$ cat src/rtl/ay_bus_ctrl_if.sv
// Host/bus signal bundle for ay_bus_ctrl: host request side, AY control lines and DA bus.
// master = host/bus model, slave = the sequencer.
interface ay_bus_ctrl_if #(
  parameter int NCHIP = 2
);
  logic             req;
  logic             we;
  logic [2:0]       sel;
  logic [3:0]       reg_a;
  logic [7:0]       wdata;
  logic             busy;
  logic             done;
  logic             err;
  logic [7:0]       rdata;
  logic [NCHIP-1:0] bdir;
  logic [NCHIP-1:0] bc1;
  logic             bc2;
  logic [7:0]       da_out;
  logic             da_oe;
  logic [7:0]       da_in;
  logic [2:0]       state;

  // Handshake: req is sampled on a rising edge only while busy=0 (or on the
  // edge where done rises); done is a one-clock pulse ending each transaction.
  modport master (
    output req, we, sel, reg_a, wdata, da_in,
    input  busy, done, err, rdata, bdir, bc1, bc2, da_out, da_oe, state
  );

  modport slave (
    input  req, we, sel, reg_a, wdata, da_in,
    output busy, done, err, rdata, bdir, bc1, bc2, da_out, da_oe, state
  );
endinterface

$ cat src/rtl/ay_bus_ctrl.sv
// Synchronous BDIR/BC1/BC2 sequencer for one or more AY-3-8910/YM2149 chips on a shared DA bus.
// Each request runs ADDR -> GAP1 -> DATA -> GAP2 with programmable phase lengths; all outputs registered.
module ay_bus_ctrl #(
  parameter int          NCHIP  = 2,
  parameter int          T_ADDR = 2,
  parameter int          T_GAP  = 1,
  parameter int          T_WR   = 3,
  parameter int          T_RD   = 3,
  parameter logic [3:0]  A_HI   = 4'h0
) (
  input logic          clk,
  input logic          rst,
  ay_bus_ctrl_if.slave bus
);

  localparam int T_M1  = (T_ADDR > T_GAP) ? T_ADDR : T_GAP;
  localparam int T_M2  = (T_WR > T_RD) ? T_WR : T_RD;
  localparam int T_MAX = (T_M1 > T_M2) ? T_M1 : T_M2;
  localparam int CW    = $clog2(T_MAX) + 1;

  localparam logic [CW-1:0] L_ADDR = CW'(T_ADDR - 1);
  localparam logic [CW-1:0] L_GAP  = CW'(T_GAP - 1);
  localparam logic [CW-1:0] L_WR   = CW'(T_WR - 1);
  localparam logic [CW-1:0] L_RD   = CW'(T_RD - 1);
  localparam logic [3:0]    NCHIP_W = 4'(NCHIP);

  typedef enum logic [2:0] {
    S_IDLE = 3'd0,
    S_ADDR = 3'd1,
    S_GAP1 = 3'd2,
    S_DATA = 3'd3,
    S_GAP2 = 3'd4
  } state_t;

  state_t           r_state;
  logic [CW-1:0]    r_cnt;
  logic             r_we;
  logic [2:0]       r_sel;
  logic [3:0]       r_reg_a;
  logic [7:0]       r_wdata;
  logic             r_valid;
  logic             r_busy;
  logic             r_done;
  logic             r_err;
  logic [7:0]       r_rdata;
  logic [NCHIP-1:0] r_bdir;
  logic [NCHIP-1:0] r_bc1;
  logic             r_bc2;
  logic [7:0]       r_da_out;
  logic             r_da_oe;

  state_t           w_state_nxt;
  logic [CW-1:0]    w_cnt_nxt;
  logic             w_last;
  logic             w_accept;
  logic             w_capture;
  logic             w_done_nxt;
  logic             w_err_nxt;
  logic             w_we;
  logic [2:0]       w_sel;
  logic [3:0]       w_reg_a;
  logic [7:0]       w_wdata;
  logic             w_valid;
  logic [NCHIP-1:0] w_mask;
  logic [NCHIP-1:0] w_bdir_nxt;
  logic [NCHIP-1:0] w_bc1_nxt;
  logic [7:0]       w_da_out_nxt;
  logic             w_da_oe_nxt;

  // Next-state and phase counter.
  always_comb begin
    w_state_nxt = r_state;
    w_cnt_nxt   = r_cnt;
    w_accept    = 1'b0;
    w_capture   = 1'b0;
    w_done_nxt  = 1'b0;
    w_err_nxt   = 1'b0;
    w_last      = (r_cnt == '0);
    case (r_state)
      S_IDLE: w_accept = bus.req;
      S_ADDR: begin
        if (w_last) begin
          w_state_nxt = S_GAP1;
          w_cnt_nxt   = L_GAP;
        end else begin
          w_cnt_nxt = r_cnt - 1'b1;
        end
      end
      S_GAP1: begin
        if (w_last) begin
          w_state_nxt = S_DATA;
          w_cnt_nxt   = r_we ? L_WR : L_RD;
        end else begin
          w_cnt_nxt = r_cnt - 1'b1;
        end
      end
      S_DATA: begin
        if (w_last) begin
          w_state_nxt = S_GAP2;
          w_cnt_nxt   = L_GAP;
          w_capture   = !r_we;
        end else begin
          w_cnt_nxt = r_cnt - 1'b1;
        end
      end
      S_GAP2: begin
        if (w_last) begin
          w_state_nxt = S_IDLE;
          w_done_nxt  = 1'b1;
          w_err_nxt   = !r_valid;
          w_accept    = bus.req;
        end else begin
          w_cnt_nxt = r_cnt - 1'b1;
        end
      end
      default: w_state_nxt = S_IDLE;
    endcase
    if (w_accept) begin
      w_state_nxt = S_ADDR;
      w_cnt_nxt   = L_ADDR;
    end
  end

  // Transaction fields as they will be after this edge (fresh on acceptance).
  always_comb begin
    w_we    = w_accept ? bus.we    : r_we;
    w_sel   = w_accept ? bus.sel   : r_sel;
    w_reg_a = w_accept ? bus.reg_a : r_reg_a;
    w_wdata = w_accept ? bus.wdata : r_wdata;
    w_valid = ({1'b0, w_sel} < NCHIP_W);
    w_mask  = '0;
    for (int i = 0; i < NCHIP; i++) begin
      w_mask[i] = w_valid && (w_sel == 3'(i));
    end
  end

  // Bus outputs are decoded from the next state so they register in step with it.
  always_comb begin
    w_bdir_nxt   = '0;
    w_bc1_nxt    = '0;
    w_da_out_nxt = 8'h00;
    w_da_oe_nxt  = 1'b0;
    case (w_state_nxt)
      S_ADDR: begin
        w_bdir_nxt   = w_mask;
        w_bc1_nxt    = w_mask;
        w_da_out_nxt = {A_HI, w_reg_a};
        w_da_oe_nxt  = 1'b1;
      end
      S_GAP1: begin
        w_da_oe_nxt  = w_we;
        w_da_out_nxt = w_we ? w_wdata : 8'h00;
      end
      S_DATA: begin
        if (w_we) begin
          w_bdir_nxt   = w_mask;
          w_da_out_nxt = w_wdata;
          w_da_oe_nxt  = 1'b1;
        end else begin
          w_bc1_nxt = w_mask;
        end
      end
      default: ;
    endcase
  end

  always_ff @(posedge clk or posedge rst) begin
    if (rst) begin
      r_state  <= S_IDLE;
      r_cnt    <= '0;
      r_we     <= 1'b0;
      r_sel    <= 3'd0;
      r_reg_a  <= 4'd0;
      r_wdata  <= 8'h00;
      r_valid  <= 1'b0;
      r_busy   <= 1'b0;
      r_done   <= 1'b0;
      r_err    <= 1'b0;
      r_rdata  <= 8'hFF;
      r_bdir   <= '0;
      r_bc1    <= '0;
      r_bc2    <= 1'b1;
      r_da_out <= 8'h00;
      r_da_oe  <= 1'b0;
    end else begin
      r_state  <= w_state_nxt;
      r_cnt    <= w_cnt_nxt;
      r_we     <= w_we;
      r_sel    <= w_sel;
      r_reg_a  <= w_reg_a;
      r_wdata  <= w_wdata;
      r_valid  <= w_valid;
      r_busy   <= (w_state_nxt != S_IDLE);
      r_done   <= w_done_nxt;
      r_err    <= w_err_nxt;
      r_bdir   <= w_bdir_nxt;
      r_bc1    <= w_bc1_nxt;
      r_bc2    <= 1'b1;
      r_da_out <= w_da_out_nxt;
      r_da_oe  <= w_da_oe_nxt;
      if (w_capture) begin
        r_rdata <= r_valid ? bus.da_in : 8'hFF;
      end
    end
  end

  assign bus.busy   = r_busy;
  assign bus.done   = r_done;
  assign bus.err    = r_err;
  assign bus.rdata  = r_rdata;
  assign bus.bdir   = r_bdir;
  assign bus.bc1    = r_bc1;
  assign bus.bc2    = r_bc2;
  assign bus.da_out = r_da_out;
  assign bus.da_oe  = r_da_oe;
  assign bus.state  = r_state;

endmodule

$ cat src/flat_wrapper.sv
// flat-port wrapper written by rule: the top's interface ports become plain ports
module ay_bus_ctrl_flat 
#(
  parameter int          NCHIP  = 2,
  parameter int          T_ADDR = 2,
  parameter int          T_GAP  = 1,
  parameter int          T_WR   = 3,
  parameter int          T_RD   = 3,
  parameter logic [3:0]  A_HI   = 4'h0
)
  (clk, rst, bus_req, bus_we, bus_sel, bus_reg_a, bus_wdata, bus_da_in, bus_busy, bus_done, bus_err, bus_rdata, bus_bdir, bus_bc1, bus_bc2, bus_da_out, bus_da_oe, bus_state);
  ay_bus_ctrl_if #(.NCHIP(NCHIP)) bus_i ();
  input logic clk;
  input logic rst;
  input wire logic [$bits(bus_i.req)-1:0] bus_req;
  input wire logic [$bits(bus_i.we)-1:0] bus_we;
  input wire logic [$bits(bus_i.sel)-1:0] bus_sel;
  input wire logic [$bits(bus_i.reg_a)-1:0] bus_reg_a;
  input wire logic [$bits(bus_i.wdata)-1:0] bus_wdata;
  input wire logic [$bits(bus_i.da_in)-1:0] bus_da_in;
  output wire logic [$bits(bus_i.busy)-1:0] bus_busy;
  output wire logic [$bits(bus_i.done)-1:0] bus_done;
  output wire logic [$bits(bus_i.err)-1:0] bus_err;
  output wire logic [$bits(bus_i.rdata)-1:0] bus_rdata;
  output wire logic [$bits(bus_i.bdir)-1:0] bus_bdir;
  output wire logic [$bits(bus_i.bc1)-1:0] bus_bc1;
  output wire logic [$bits(bus_i.bc2)-1:0] bus_bc2;
  output wire logic [$bits(bus_i.da_out)-1:0] bus_da_out;
  output wire logic [$bits(bus_i.da_oe)-1:0] bus_da_oe;
  output wire logic [$bits(bus_i.state)-1:0] bus_state;
  assign bus_i.req = bus_req;
  assign bus_i.we = bus_we;
  assign bus_i.sel = bus_sel;
  assign bus_i.reg_a = bus_reg_a;
  assign bus_i.wdata = bus_wdata;
  assign bus_i.da_in = bus_da_in;
  assign bus_busy = bus_i.busy;
  assign bus_done = bus_i.done;
  assign bus_err = bus_i.err;
  assign bus_rdata = bus_i.rdata;
  assign bus_bdir = bus_i.bdir;
  assign bus_bc1 = bus_i.bc1;
  assign bus_bc2 = bus_i.bc2;
  assign bus_da_out = bus_i.da_out;
  assign bus_da_oe = bus_i.da_oe;
  assign bus_state = bus_i.state;
  ay_bus_ctrl #(.NCHIP(NCHIP), .T_ADDR(T_ADDR), .T_GAP(T_GAP), .T_WR(T_WR), .T_RD(T_RD), .A_HI(A_HI)) u_core (.clk(clk), .rst(rst), .bus(bus_i));
endmodule
$ cat config.mk
export PLATFORM = sky130hd
export DESIGN_NAME = ay_bus_ctrl_flat
export DESIGN_NICKNAME = d
export VERILOG_FILES = /design/src/rtl/ay_bus_ctrl_if.sv /design/src/rtl/ay_bus_ctrl.sv /design/src/flat_wrapper.sv
export SDC_FILE = /design/constraint.sdc
export NUM_CORES = 1
export LEC_CHECK = 0
export CORE_AREA = 3 3 72 74
export CTS_CLUSTER_DIAMETER = 80
export CTS_CLUSTER_SIZE = 8
export DETAILED_ROUTE_END_ITERATION = 12
export DIE_AREA = 0 0 75 77
export DONT_BUFFER_PORTS = 1
export SKIP_LAST_GASP = 1
export SYNTH_ARGS = -nofsm -noshare
export SYNTH_HDL_FRONTEND = slang
export SYNTH_SLANG_ARGS = --single-unit
$ cat constraint.sdc
create_clock -name clk -period 5.3 [get_ports clk]
set_input_delay 1.06 -clock clk [delete_from_list [all_inputs] [get_ports clk]]
set_output_delay 1.06 -clock clk [all_outputs]
set_load 0.01 [all_outputs]
==> reports/results.ini <==
[status]
status = finished, final reports clean

[setup_path]
r2r_cells = 7
reg2reg_to = u_core.bus.bc1[1]
crit_path_end_kind = flip-flop
crit_type = reg2reg
worstPathArrival_ns = 2.56
r2r-start = u_core.r_cnt[0]
r2r_slack_ns = 2.98
required_ns = 5.54
cp_max_fo = 18
critPathLaunchType = flip-flop

[timing]
hold_ws_ns = 0.4927
slew_headroom = 0.3782
final-hold-violation-count = 0
rsz0062_at_grt = no
drv_slew = 0
tightest_slew_ns = 0.9313
fin_crit_ns = 2.321
finalClockSkew_ns = 0.01355
fin_tns_setup_ns = 0
finalSetupViolCount = 0
timing.final.crit_share = 0.4380
fmax_mhz = 430.8

[finish]
seqCellArea_sq_mm = 0.001186
layout.nets = 199
diodes = 0
syn_to_final_growth_pct = 6.424
drive_gt1_frac = 0.2339
fin_util = 0.4626
fillers = 436
multi_input_area_sq_um = 764.5

[clocking]
clock_latency_ns = 0.30
clockBufferDepth = 2
post-cts-setup-buffer-count = 0
holdBufCountCts = 0
tritoncts = built
cts_resized = 0
cts.sinks = 47
clkTransAtPathRegs_ns = 0.09
cts_buffers = 5
h-tree-depth = 2
cts-root-buf = clkbuf_8

[global_routing]
grt_use_total = 0.1394
grt-ovfl-total = 0
grt_max_degree = 48
grt_pass1_wl_mm = 6.085
grt_pass1_vias = 1212
antenna_found_initial = 0

[min_path]
holdPathStages = 2
hold_class = reg2reg
whs_endpoint = u_core.bus.rdata[1]
hold_start = u_core.bus.rdata[1]

[place]
place_congestion = 0.7748
hpwl_mm = 2.699
port_buffers = 0

[routing]
wl_met2_mm = 1.777
drt-pass1-iter-count = 4
postRouteAntennaNets = 0
drt_iter0_markers = 46
vias_per_cell = 5.338
vias = 1201
post_drt_wl_per_cell_um = 16.40
drc = 0
routed-wl-met3_um = 359
wl_met1_mm = 1.497
dr.max_layer_used = met4
drt-total-wl_mm = 3.691

[power_and_ir_drop]
p_per_area_mw_per_mm2 = 683.4
ir_drop_v = 0.0002850
p_leak_nw = 0.9736

[logic_synthesis]
synthesis.area_sq_mm = 0.002026
synth_seq_cells = 47
syn-num-nets = 200
syn-instance-count = 171
synth_flop_cell = dfrtp_1
yosysSeqAreaShare = 0.5855
yosysWarningCount = 0
synth_edf_count = 0
avgSynthCellArea_sq_um = 11.85
ys_async_sr_fraction = 1.000
synth_cell_type_count = 43

[floorplanning]
start_util = 0.4346
boundaryPins = 55
row_count = 25
die-area_sq_mm = 0.005775
coreArea_sq_mm = 0.004661
die_w_um = 75
dieHeight_um = 77

[run]
maxCapViolCount = 0

## registers in the layout (all words and copies together), names as in the netlist
signal and cells:
u_core.bus.done 1, u_core.bus.bc1 2, u_core.r_reg_a 4, u_core.bus.rdata 8, u_core.bus.da_out 8, u_core.r_valid 1
u_core.bus.da_oe 1, u_core.r_wdata 8, u_core.r_sel 3, u_core.bus.state 3, u_core.r_we 1, u_core.bus.bdir 2
u_core.r_cnt 3, u_core.bus.err 1, u_core.bus.busy 1
## cell type report
cell class | instances | share of cell area
Sequential cell | 47 | 0.5502
Multi-Input combinational cell | 110 | 0.3546
Clock buffer | 5 | 0.03192
Tap cell | 54 | 0.03134
Clock inverter | 3 | 0.02147
Inverter | 6 | 0.01045
## how the worst max path moves through the flow
stage,start,endpoint,slack (ns),cells after the start
after global routing,u_core.r_cnt[0],u_core.bus.bc1[1],2.80,7
after detailed placement,u_core.r_cnt[0],u_core.bus.bdir[0],2.97,7
after global placement,u_core.r_cnt[0],u_core.bus.bdir[0],3.08,7
after CTS,u_core.r_cnt[0],u_core.bus.bdir[0],2.95,7
after floorplan,rst,u_core.bus.bc1[0],3.14,1
final,u_core.r_cnt[0],u_core.bus.bc1[1],2.98,7
## cell usage in the layout, fill, tap and decap left out, types with 2 or more instances in the layout
cell type | Yosys | final
a21oi_1 | 3 | 3
ha_1 | 2 | 2
nor2_1 | 15 | 15
dfstp_2 | 8 | 8
a22oi_1 | 2 | 2
o22ai_1 | 2 | 2
clkbuf_8 | 0 | 5
and3_1 | 4 | 4
mux2_2 | 15 | 15
xnor2_1 | 2 | 2
dfrtp_1 | 39 | 39
o21ai_0 | 9 | 9
inv_1 | 6 | 5
a31o_2 | 3 | 3
o21ai_1 | 2 | 2
nand2b_1 | 2 | 2
nand2_1 | 14 | 14
nor2b_1 | 12 | 12
nor3_1 | 3 | 3
## power breakdown
| group | internal, mW | total (mW) | leakage (nW) | switching (mW) |
|---|---|---|---|---|
| registers | 0.547 | 0.694 | 0.570 | 0.147 |
| logic | 0.240 | 0.516 | 0.348 | 0.276 |
| clock network | 0.142 | 0.263 | 0.0548 | 0.121 |
## layer usage
| layer | vias to the layer above | GRT usage |
|---|---|---|
| met5 | - | 0 |
| met4 | 0 | 0.05338 |
| met3 | 8 | 0.06291 |
| met2 | 47 | 0.2134 |
| met1 | 573 | 0.1695 |
| li1 | 573 | - |
## cells by family after synthesis
group | synth area share
buf+inv | 0.03706
other cells | 0.001851
mux | 0.09574
flops | 0.5855
xor+xnor | 0.01297
simple gates | 0.1495
fa+ha+maj | 0.01729
compound gates | 0.1001
## Yosys cell counts (2+ instances only)
library cell	count	area [sq um]
a21oi_1	3	15.01
a22oi_1	2	15.01
a31o_2	3	26.28
and3_1	4	25.02
buf_2	2	10.01
buf_6	2	22.52
clkbuf_1	2	7.510
dfrtp_1	39	975.9
dfstp_2	8	210.2
ha_1	2	25.02
inv_1	6	22.52
mux2_2	15	168.9
nand2_1	14	52.55
nand2b_1	2	12.51
nor2_1	15	56.30
nor2b_1	12	75.07
nor3_1	3	15.01
o21ai_0	9	45.04
o21ai_1	2	10.01
o22ai_1	2	12.51
xnor2_1	2	17.52
## worst max-delay path, cell delays in order, from the launching register on
cell and delay, ns:
dfrtp_1 0.38, inv_1 0.10, ha_1 0.26, nor2b_4 0.16, o211ai_4 0.52, mux2_4 0.42
o31a_1 0.32, nor2_1 0.11
## metrics by stage
stage	power, mW	cell area [sq um]	instances	setup slack (ns)
after floorplan	1.119	2026	171	3.137
after global placement	1.203	2041	217	3.075
after detailed placement	1.230	2041	217	2.965
after CTS	1.497	2156	225	2.954
after global routing	1.589	2156	225	2.805
final	1.473	2156	225	2.979
Note: power is estimated with default switching activity, not from simulation.
